File: config.mk
export PLATFORM = sky130hd
export DESIGN_NAME = dataflow_input_sync_ctrl
export DESIGN_NICKNAME = d
export VERILOG_FILES = /design/src/rtl/dataflow_input_sync_ctrl_pkg.sv /design/src/rtl/dataflow_input_sync_ctrl_sync_flag_bank.sv /design/src/rtl/dataflow_input_sync_ctrl.sv
export SDC_FILE = /design/constraint.sdc
export NUM_CORES = 1
export LEC_CHECK = 0
export BUFFER_PORTS_ARGS = -buffer_cell sky130_fd_sc_hd__buf_2
export CORE_UTILIZATION = 57
export DETAILED_ROUTE_END_ITERATION = 16
export GPL_ROUTABILITY_DRIVEN = 1
export PLACE_DENSITY = 0.88
export SLEW_MARGIN = 40
export SYNTH_ARGS = -nofsm -noshare
export SYNTH_HDL_FRONTEND = slang
export SYNTH_HIERARCHICAL = 1
export SYNTH_SLANG_ARGS = --single-unit
File: constraint.sdc
create_clock -name clock -period 3.8 [get_ports clock]
set_clock_uncertainty 0.15 [all_clocks]
set_input_delay 0.76 -clock clock [delete_from_list [all_inputs] [get_ports clock]]
set_output_delay 0.76 -clock clock [all_outputs]
set_load 0.01 [all_outputs]
File: src/rtl/dataflow_input_sync_ctrl_pkg.sv
// Shared defaults and helpers for the dataflow input-process synchroniser.
package dataflow_sync_pkg;

    localparam int STALL_LIMIT_DEF = 1024;
    localparam int VEC_MAX_W       = 64;

    // Callers widen their vector with a size cast so one helper serves any PROC_NUM.
    function automatic logic onehot_or(input logic [VEC_MAX_W-1:0] vec);
        return |vec;
    endfunction

endpackage

File: src/rtl/dataflow_input_sync_ctrl_sync_flag_bank.sv
// Per-process sticky flags: set bits accumulate, a clear-all pulse wipes the bank.
module sync_flag_bank #(
    parameter int N = 2
) (
    input  logic         clk,
    input  logic         rst_n,
    input  logic         i_clr_all,
    input  logic [N-1:0] i_set,
    output logic [N-1:0] o_flags
);

    logic [N-1:0] r_flags;

    // Clear-all wins over any set arriving in the same cycle.
    always_ff @(posedge clk or negedge rst_n) begin
        if (!rst_n) begin
            r_flags <= '0;
        end else if (i_clr_all) begin
            r_flags <= '0;
        end else begin
            r_flags <= r_flags | i_set;
        end
    end

    assign o_flags = r_flags;

endmodule

File: src/rtl/dataflow_input_sync_ctrl.sv
// Start/ready/done scheduler for the input processes of a dataflow region,
// with an outstanding-iteration limit and a partial-sync stall watchdog.
module dataflow_input_sync_ctrl
    import dataflow_sync_pkg::*;
#(
    parameter int PROC_NUM    = 2,
    parameter int OUTST_MAX   = 4,
    parameter int ITER_W      = 3,
    parameter int STALL_LIMIT = STALL_LIMIT_DEF,
    parameter int STALL_W     = 11
) (
    input  logic                clock,
    input  logic                reset,
    input  logic                ap_start,
    input  logic                ap_continue,
    output logic                ap_ready,
    output logic                ap_done,
    output logic                ap_idle,
    output logic [PROC_NUM-1:0] proc_start,
    input  logic [PROC_NUM-1:0] proc_ready,
    input  logic [PROC_NUM-1:0] proc_done,
    input  logic [PROC_NUM-1:0] proc_idle,
    output logic [PROC_NUM-1:0] proc_continue,
    output logic [PROC_NUM-1:0] ready_seen,
    output logic [ITER_W-1:0]   outstanding,
    output logic [PROC_NUM-1:0] stall_vec
);

    logic [ITER_W-1:0]   r_outst;
    logic [STALL_W-1:0]  r_stall_cnt;
    logic [PROC_NUM-1:0] r_stall_vec;

    logic [PROC_NUM-1:0] w_ready_seen;
    logic [PROC_NUM-1:0] w_done_seen;
    logic [PROC_NUM-1:0] w_start;
    logic [PROC_NUM-1:0] w_acc;
    logic                w_full;
    logic                w_all_ready;
    logic                w_ap_ready;
    logic                w_all_done;
    logic                w_ap_done;
    logic                w_retire;
    logic                w_partial;
    logic                w_stall_hit;

    assign w_full      = (r_outst == ITER_W'(OUTST_MAX));
    assign w_start     = {PROC_NUM{ap_start & ~w_full}} & ~w_ready_seen;
    assign w_acc       = w_start & proc_ready;
    assign w_all_ready = &(w_ready_seen | w_acc);
    assign w_ap_ready  = w_all_ready & ap_start & ~w_full;

    assign w_all_done  = &(w_done_seen | proc_done);
    assign w_ap_done   = w_all_done & (r_outst != '0);
    assign w_retire    = w_ap_done & ap_continue;

    assign w_partial   = ap_start & onehot_or(VEC_MAX_W'(w_ready_seen)) & ~w_all_ready;
    assign w_stall_hit = (r_stall_cnt == STALL_W'(STALL_LIMIT));

    sync_flag_bank #(.N(PROC_NUM)) u_ready_bank (
        .clk       (clock),
        .rst_n     (reset),
        .i_clr_all (w_all_ready),
        .i_set     (w_acc),
        .o_flags   (w_ready_seen)
    );

    sync_flag_bank #(.N(PROC_NUM)) u_done_bank (
        .clk       (clock),
        .rst_n     (reset),
        .i_clr_all (w_retire),
        .i_set     (proc_done),
        .o_flags   (w_done_seen)
    );

    // Accept and retire in the same cycle cancel out.
    always_ff @(posedge clock or negedge reset) begin
        if (!reset) begin
            r_outst <= '0;
        end else if (w_ap_ready && !w_retire) begin
            r_outst <= r_outst + ITER_W'(1);
        end else if (!w_ap_ready && w_retire) begin
            r_outst <= r_outst - ITER_W'(1);
        end
    end

    always_ff @(posedge clock or negedge reset) begin
        if (!reset) begin
            r_stall_cnt <= '0;
        end else if (!w_partial) begin
            r_stall_cnt <= '0;
        end else if (!w_stall_hit) begin
            r_stall_cnt <= r_stall_cnt + STALL_W'(1);
        end
    end

    // Sticky report of the processes already waiting on their peers.
    always_ff @(posedge clock or negedge reset) begin
        if (!reset) begin
            r_stall_vec <= '0;
        end else if (w_all_ready) begin
            r_stall_vec <= '0;
        end else if (w_stall_hit && !w_full) begin
            r_stall_vec <= w_ready_seen & proc_idle;
        end
    end

    // Handshake outputs are held low for the whole time reset is asserted.
    assign proc_start    = reset ? w_start : '0;
    assign proc_continue = reset ? {PROC_NUM{ap_continue & w_all_done}} : '0;
    assign ap_ready      = reset & w_ap_ready;
    assign ap_done       = reset & w_ap_done;
    assign ap_idle       = ~ap_start & (r_outst == '0) & (&proc_idle);
    assign ready_seen    = w_ready_seen;
    assign outstanding   = r_outst;
    assign stall_vec     = r_stall_vec;

endmodule

* Word-level counts from Yosys, hierarchy flattened
Cells that the tools add are included.
Operators by class: add/sub/neg operators 3, equal/unequal tests 3, muxes and demuxes 10, bitwise gates (word level) 21, reduce and logical (&&, ||, !) cells 14
Operators by type and width (count):
- $mux 11 | 2
- $and 1x1->1 | 12
- $mux 2 | 6
- $add 11x1->11 const B | 1
- $eq 11x11->1 const B | 1
- $and 2x2->2 | 3
- $mux 3 | 2
- $reduce_and 2->1 | 3
- $or 2x2->2 | 2
- $reduce_bool 2->1 | 2
- $add 3x1->3 const B | 1
- $eq 3x3->1 const B | 1
- $logic_and 1x1->1 | 3
- $logic_not 1->1 | 3
- $logic_not 3->1 | 1
- $not 1->1 | 3
- $reduce_bool 3->1 | 1
- $sub 3x1->3 const B | 1
- $ne 2x2->1 const B | 1
- $not 2->2 | 1
- $reduce_or 2->1 | 1
Storage, ports and cells: register bits 20, input bits 10, output and inout bits 14, word-level logic and storage cells 56

* Depth between registers and ports, before layout
Gate-level depths: netlist of run 1.
depth in word-level cells 13, mapped depth 11, depth with buffers taken out 10

* By module
The synthesis of run 1 kept the hierarchy.
By module, submodules not included:
- dataflow_input_sync_ctrl | instances 1, cells each 108, area an instance 972.2 µm², seq. area each 400.4 µm²
- sync_flag_bank | instances 2, cells each 4, area an instance 70.1 µm², seq. area each 50.0 µm²

* Worst setup path after synthesis of run 1
No wires, ideal clock.
kind reg2reg, from register r_outst[1] (netlist: outstanding[1]), to register r_outst[1] (netlist: outstanding[1]), setup time 0.125 ns, arrival 2.330 ns, data required time 3.525 ns, setup slack 1.195 ns, stages on the path, launching flop included 10, path buffers 1, clock period less this slack 2.605 ns, path through dfrtp_1 or3b_1 buf_2 a31oi_1 nor2_1 and3_1 ha_1 inv_1 fa_1 mux2_2
On the way: longest elaborated chain between the ends 12, elaborated cells on any way between the ends 21, classes of those cells 2 x add/sub; 1 x eq/ne; 2 x mux; 9 x bitwise; 7 x reduce/logical
RTL lines:
- start: declaration | line dataflow_input_sync_ctrl.sv:29 | logic [ITER_W-1:0] r_outst;
- start signal: assignment | line dataflow_input_sync_ctrl.sv:80 | r_outst <= r_outst + ITER_W'(1);
- start signal: assignment | line dataflow_input_sync_ctrl.sv:82 | r_outst <= r_outst - ITER_W'(1);
- $eq 3x3->1 * | line dataflow_input_sync_ctrl.sv:46 | assign w_full = (r_outst == ITER_W'(OUTST_MAX));
- $not 1->1 * | line dataflow_input_sync_ctrl.sv:47 | assign w_start = {PROC_NUM{ap_start & ~w_full}} & ~w_ready_seen;
- $and 1x1->1 * | line dataflow_input_sync_ctrl.sv:47
- $and 2x2->2 * | line dataflow_input_sync_ctrl.sv:47
- $and 2x2->2 * | line dataflow_input_sync_ctrl.sv:48 | assign w_acc = w_start & proc_ready;
- $or 2x2->2 * | line dataflow_input_sync_ctrl.sv:49 | assign w_all_ready = &(w_ready_seen | w_acc);
- $reduce_and 2->1 * | line dataflow_input_sync_ctrl.sv:49
- via w_all_ready | line dataflow_input_sync_ctrl.sv:38 | logic w_all_ready;
- $and 1x1->1 * (2 in a row) | line dataflow_input_sync_ctrl.sv:50 | assign w_ap_ready = w_all_ready & ap_start & ~w_full;
- $logic_not 1->1 | line dataflow_input_sync_ctrl.sv:81 | end else if (!w_ap_ready && w_retire) begin
- $logic_and 1x1->1 | line dataflow_input_sync_ctrl.sv:81
- $reduce_bool 2->1 (no line)
Mark *: on every way through the listed nets, which the timed path passes. The rest lies on a longest branch. The select of a mux whose other input is x is not followed. A chain may end at the register's enable or synchronous reset.

* Worst setup path after layout of run 1
Ends and elaborated chain as after synthesis.

==> flow_metrics.tcl, run 1 <==
set metrics [dict create \
    cp.required_ps 3840 \
    postCtsSetupBuffers 0 \
    ys_seq_area_frac 0.450 \
    whs_ps 249 \
    yosysTopAreaCellShare 0.450 \
    yosys_register_bits 20 \
    area_growth_pct 14.8 \
    fin_ws_ps 1050 \
    power_mw 0.696 \
    cp.arrival_ps 2800 \
    setup_viol_count_final 0 \
    post_drt_wl_per_cell_um 12.7 \
    syn-instance-count 116 \
    status "complete, no violations" \
    p_leak_nw 0.598 \
    slew_headroom 0.684 \
    utilization 0.716 \
    grt_pass1_wl_mm 3.41 \
    period_needed_ps 2750 \
    seqCellArea_um2 500 \
    synth_area_leader_cell "dfrtp_1" \
    wl_met3_um 101 \
    hp-class "in -> async" \
    fp.coreArea_mm2 0.00178 \
    cts_tree "yes" \
    wl_met1_um 945 \
    place_hpwl_mm 1.58 \
    drtIter0Drc 23 \
    grt_pass1_vias 811 \
    ir_drop_v 0.000419 \
    drt_first_pass_iters 4 \
    vias 901 \
    numCtsBuffers 3 \
    synth_area_leaders "dfrtp_1, nor2_1, xnor2_1, nand2_1, xor2_1" \
    critPathKind "reg -> reg" \
    yosysWarnings 6 \
    final.setup.tns_ps 0 \
    rows 15 \
    die_w_um 46.2 \
    routed-wl-met2_mm 1.02 \
    clkTransAtPathRegs_ps 110 \
    gr-total-overflow 0 \
    start_util 0.624 \
    hold_viol_final 0 \
    portBuffers 23 \
    gr-usage-all-layers 0.230 \
    worst_slew_pin_slew_ps 474 \
    cts.path.max_buffers 2 \
    detail-route-antenna-nets 0 \
    start_kind "register" \
    fin_crit_sh 0.725 \
    avgSynthCellArea_um2 9.59 \
    synth_area_mm2 0.00111 \
    multiInputGateArea_um2 576 \
    fill_cells 132 \
    antenna-diode-count 0 \
    maxSlewViolCount 0 \
    rr_worst_depth 8 \
    dp_slack_ps 1060 \
    synth.distinct_cells 28 \
    routed_wl_mm 2.10 \
    max_cap_viol_count 0 \
    post_cts_resized 0 \
    io_pins 24 \
    critPathCaptureType "register" \
    clkSinkCount 20 \
    die_area_mm2 0.00213 \
    synth_nets 130 \
    cts_root_buf "clkbuf_4" \
    gp_congestion 0.822 \
    vias_per_cell 5.46 \
    nNetsFinal 155 \
    fmax_mhz 363 \
    top_layer "met4" \
    die_h_um 46.2 \
    drive_gt1_frac 0.236 \
    cts-htree-levels 1 \
    grt_setup_unrepaired "no" \
    grt_max_degree 24 \
    clkLatencyLatePin_ps 300 \
    powerDensity_mw_per_mm2 545 \
    crit_fanout 8 \
    holdBufCountCts 0 \
    antenna_found_initial 0 \
    drcViolationCount 0 \
]
==> per-stage QoR <==
step                      cell area (µm²)  cells
after CTS                            1280    165
final                                1280    165
after global routing                 1280    165
after floorplan                      1110    116
after detailed placement             1240    161
after global placement               1240    161
==> cell families (layout without fill, tap and decap cells) <==
| logic type | after synthesis | count (layout) | synth area share |
|---|---|---|---|
| buffers and inverters | 8 | 32 | 0.0326 |
| muxes | 3 | 3 | 0.0292 |
| adders and majority gates | 4 | 4 | 0.0517 |
| DFF | 20 | 20 | 0.450 |
| xor gates and xnor gates | 13 | 13 | 0.102 |
| and+or+nand+nor | 57 | 57 | 0.260 |
| AOI/OAI and AO/OA | 11 | 11 | 0.0742 |
==> layout by cell type (no fill, tap or decap), drive strengths merged, types with 2 or more instances in the layout <==
master and count:
a31oi 2, xnor2 8, clkbuf 4, or2 2, nor4 3, nor3 4, xor2 5, ha 3
o21ba 4, nand2 13, and4b 2, nand3 7, a21oi 3, nor2 21, dfrtp 20, inv 5
mux2 2, buf 23
==> layout make-up <==
type	count	share of cell area
clock buffer	4	0.0284
inverter	5	0.0147
multi-input combinational	88	0.451
sequential	20	0.392
tap	25	0.0245
timing repair buffer	23	0.0901
==> power by group <==
part	switching, mW	total, mW	internal [mW]
sequential	0.0560	0.311	0.254
clock	0.0643	0.123	0.0584
combinational	0.139	0.263	0.124
total	0.259	0.696	0.437
==> sequential cells by signal, summed over array words and instances (netlist names) <==
name	count
outstanding	3
stall_vec	2
u_done_bank/o_flags	2
r_stall_cnt	11
u_ready_bank/o_flags	2
==> worst max-delay path, stage by stage (launching register included) <==
cell and delay, ps:
dfrtp_1 450, or3b_1 500, a31oi_1 250, nor2_1 120
and3_1 200, ha_1 210, inv_1 80, fa_1 410
mux2_2 280
==> metal layers <==
layer	vias up	GRT usage
met2	27	0.377
met3	6	0.0549
met1	430	0.291
met4	0	0.0882
met5	-	0
li1	438	-
==> final timing paths <==
check	endpoint	slack, ps	startpoint
min reg2reg	u_done_bank/o_flags[1]$_DFF_PN0_	350	u_done_bank/o_flags[1]$_DFF_PN0_
max in group asynchronous	r_stall_cnt[2]$_DFFE_PN0P_	2930	reset
max	outstanding[1]$_DFFE_PN0P_	1050	outstanding[1]$_DFFE_PN0P_
min in group clock	u_done_bank/o_flags[1]$_DFF_PN0_	350	u_done_bank/o_flags[1]$_DFF_PN0_
min	outstanding[2]$_DFFE_PN0P_	250	reset
max reg2reg	outstanding[1]$_DFFE_PN0P_	1050	outstanding[1]$_DFFE_PN0P_
==> cells in the mapped netlist <==
master,number
o21ba_1,4
a31oi_1,2
or3b_1,1
fa_1,1
xnor2_1,8
and4b_1,2
dfrtp_1,20
nand3_1,7
and4bb_2,1
a311oi_1,1
mux2i_1,1
xor2_1,5
buf_4,1
o22ai_1,1
nor2_1,21
buf_2,2
a21oi_1,3
nor4_1,2
ha_1,3
mux2_2,2
nor4_4,1
nand2_1,13
and2_1,1
inv_1,5
and3_1,1
or2_2,2
nor3_1,4
nand4_1,1
No activity file was read; power rests on OpenSTA's default activity.
==> run 2: changes to the inputs <==
--- a/config.mk
+++ b/config.mk
@@ -6,10 +6,10 @@
 export NUM_CORES = 1
 export LEC_CHECK = 0
 export BUFFER_PORTS_ARGS = -buffer_cell sky130_fd_sc_hd__buf_2
-export CORE_UTILIZATION = 57
+export CORE_UTILIZATION = 47
 export DETAILED_ROUTE_END_ITERATION = 16
 export GPL_ROUTABILITY_DRIVEN = 1
-export PLACE_DENSITY = 0.88
+export PLACE_DENSITY = 0.78
 export SLEW_MARGIN = 40
 export SYNTH_ARGS = -nofsm -noshare
 export SYNTH_HDL_FRONTEND = slang
==> constraint.sdc (replaced) <==
create_clock -name clock -period 2.4 [get_ports clock]
set_clock_uncertainty 0.15 [all_clocks]
set_input_delay 0.48 -clock clock [delete_from_list [all_inputs] [get_ports clock]]
set_output_delay 0.48 -clock clock [all_outputs]
set_load 0.01 [all_outputs]
==> flow_metrics.tcl, run 2 (synthesis gave the netlist of run 1 again) <==
set metrics [dict create \
    max_cap_viol_count 0 \
    final_cell_mix "buf_2, nor2_1, dfrtp_1" \
    clkLatencyLatePin_ps 320 \
    rr_worst_depth 8 \
    wl_met3_um 99 \
    status "complete, no violations" \
    grt_pass1_vias 902 \
    cp.required_ps 2470 \
    antenna_found_initial 0 \
    hp-class "in -> async" \
    final_common_cell "buf_2" \
    die_area_mm2 0.00257 \
    io_pins 24 \
    start_util 0.503 \
    fp.coreArea_mm2 0.00221 \
    area_growth_pct 31.3 \
    fin_crit_sh 1.00 \
    drtIter0Drc 11 \
    cts_tree "yes" \
    maxSlewViolCount 0 \
    regMostFlops "r_stall_cnt" \
    antenna-diode-count 0 \
    worst_slew_pin_slew_ps 441 \
    cts_root_buf "clkbuf_4" \
    post_drt_wl_per_cell_um 13.2 \
    reg2reg_from "outstanding[0]$_DFFE_PN0P_" \
    cp.arrival_ps 2470 \
    critPathLaunch "outstanding[0]$_DFFE_PN0P_" \
    grt_max_degree 14 \
    period_needed_ps 2400 \
    r2r_slack_ps 0.4 \
    r2r_end "outstanding[1]$_DFFE_PN0P_" \
    p_leak_nw 0.680 \
    finalInstanceArea_mm2 0.00146 \
    vias_per_cell 5.22 \
    grt_setup_unrepaired "yes" \
    crit_fanout 4 \
    drcViolationCount 0 \
    gr-usage-all-layers 0.215 \
    critPathCaptureType "register" \
    critPathKind "reg -> reg" \
    gr-total-overflow 0 \
    rows 17 \
    hold_viol_final 0 \
    fmax_mhz 417 \
    clkSinkCount 20 \
    largest_reg_flops 11 \
    die_h_um 50.7 \
    portBuffers 23 \
    routed-wl-met2_mm 1.21 \
    slew_headroom 0.705 \
    routed_wl_mm 2.41 \
    fill_cells 191 \
    die_w_um 50.7 \
    place_hpwl_mm 1.85 \
    postPlaceCellArea_mm2 0.00137 \
    ir_drop_v 0.000792 \
    drive_gt1_frac 0.368 \
    start_kind "register" \
    wl_met1_mm 1.05 \
    grt_pass1_wl_mm 3.99 \
    numCtsBuffers 3 \
    detail-route-antenna-nets 0 \
    clkTransAtPathRegs_ps 120 \
    nNetsFinal 170 \
    power_mw 1.38 \
    top_layer "met4" \
    setup_viol_count_final 0 \
    cts.path.max_buffers 2 \
    vias 955 \
    powerDensity_mw_per_mm2 942 \
    cts-htree-levels 1 \
    gp_congestion 0.821 \
    drt_first_pass_iters 4 \
]
run 2: report_power, final:
group	internal [mW]	switching [mW]
clock	0.169	0.115
combinational	0.324	0.295
sequential	0.406	0.0660
total	0.899	0.476
run 2: layout make-up:
class,count,area [µm²],area share
flip-flops and latches,20,503,0.344
clock buffers,3,22.5,0.0154
clock inverters,1,30.0,0.0206
well taps,28,35.0,0.0240
repair buffers,38,230,0.158
inverters,5,18.8,0.0129
multi-input cells,88,621,0.425
run 2: worst max-delay path: stages, from the launching register on:
cell and delay (ps):
dfrtp_2 420, or3b_4 440, a31oi_4 170, nor2_2 60
and3_1 150, ha_2 180, inv_2 50, fa_2 410
mux2_2 270
run 2: how the worst max path moves through the flow:
stage | endpoint | slack (ps) | cells after the start
2_1_floorplan | outstanding[1]$_DFFE_PN0P_ | -60 | 9
5_1_grt | outstanding[1]$_DFFE_PN0P_ | -50 | 8
3_5_place_dp | outstanding[1]$_DFFE_PN0P_ | -50 | 8
6_report | outstanding[1]$_DFFE_PN0P_ | 0.4 | 8
3_3_place_gp | outstanding[1]$_DFFE_PN0P_ | 9 | 8
4_1_cts | outstanding[1]$_DFFE_PN0P_ | 8 | 8
run 2: metrics by stage:
step / setup WS (ps) / utilization / hold WS, ps / TNS, ps / instances
6_report: 0.374 / 0.660 / 19.5 / 0 / 183
5_1_grt: -49.5 / 0.660 / 24.7 / -115 / 183
4_1_cts: 8.24 / 0.646 / 34.1 / 0 / 180
3_5_place_dp: -48.1 / 0.617 / 211 / -48.1 / 175
3_3_place_gp: 8.95 / 0.617 / 210 / 0 / 175
2_1_floorplan: -59.8 / - / 34.4 / -59.8 / 116
run 2: metal layers:
layer	track usage	up-vias
met5	0	-
met4	0.0833	0
met3	0.0364	5
met2	0.369	26
met1	0.268	452
li1	-	472
run 2: timing repair:
item	CTS	global route
hold endpoints to repair	7	0
pin swaps	0	3
endpoints found under the setup margin	2	2
hold buffers	1	0
resized for setup	1	2
setup buffers	0	3
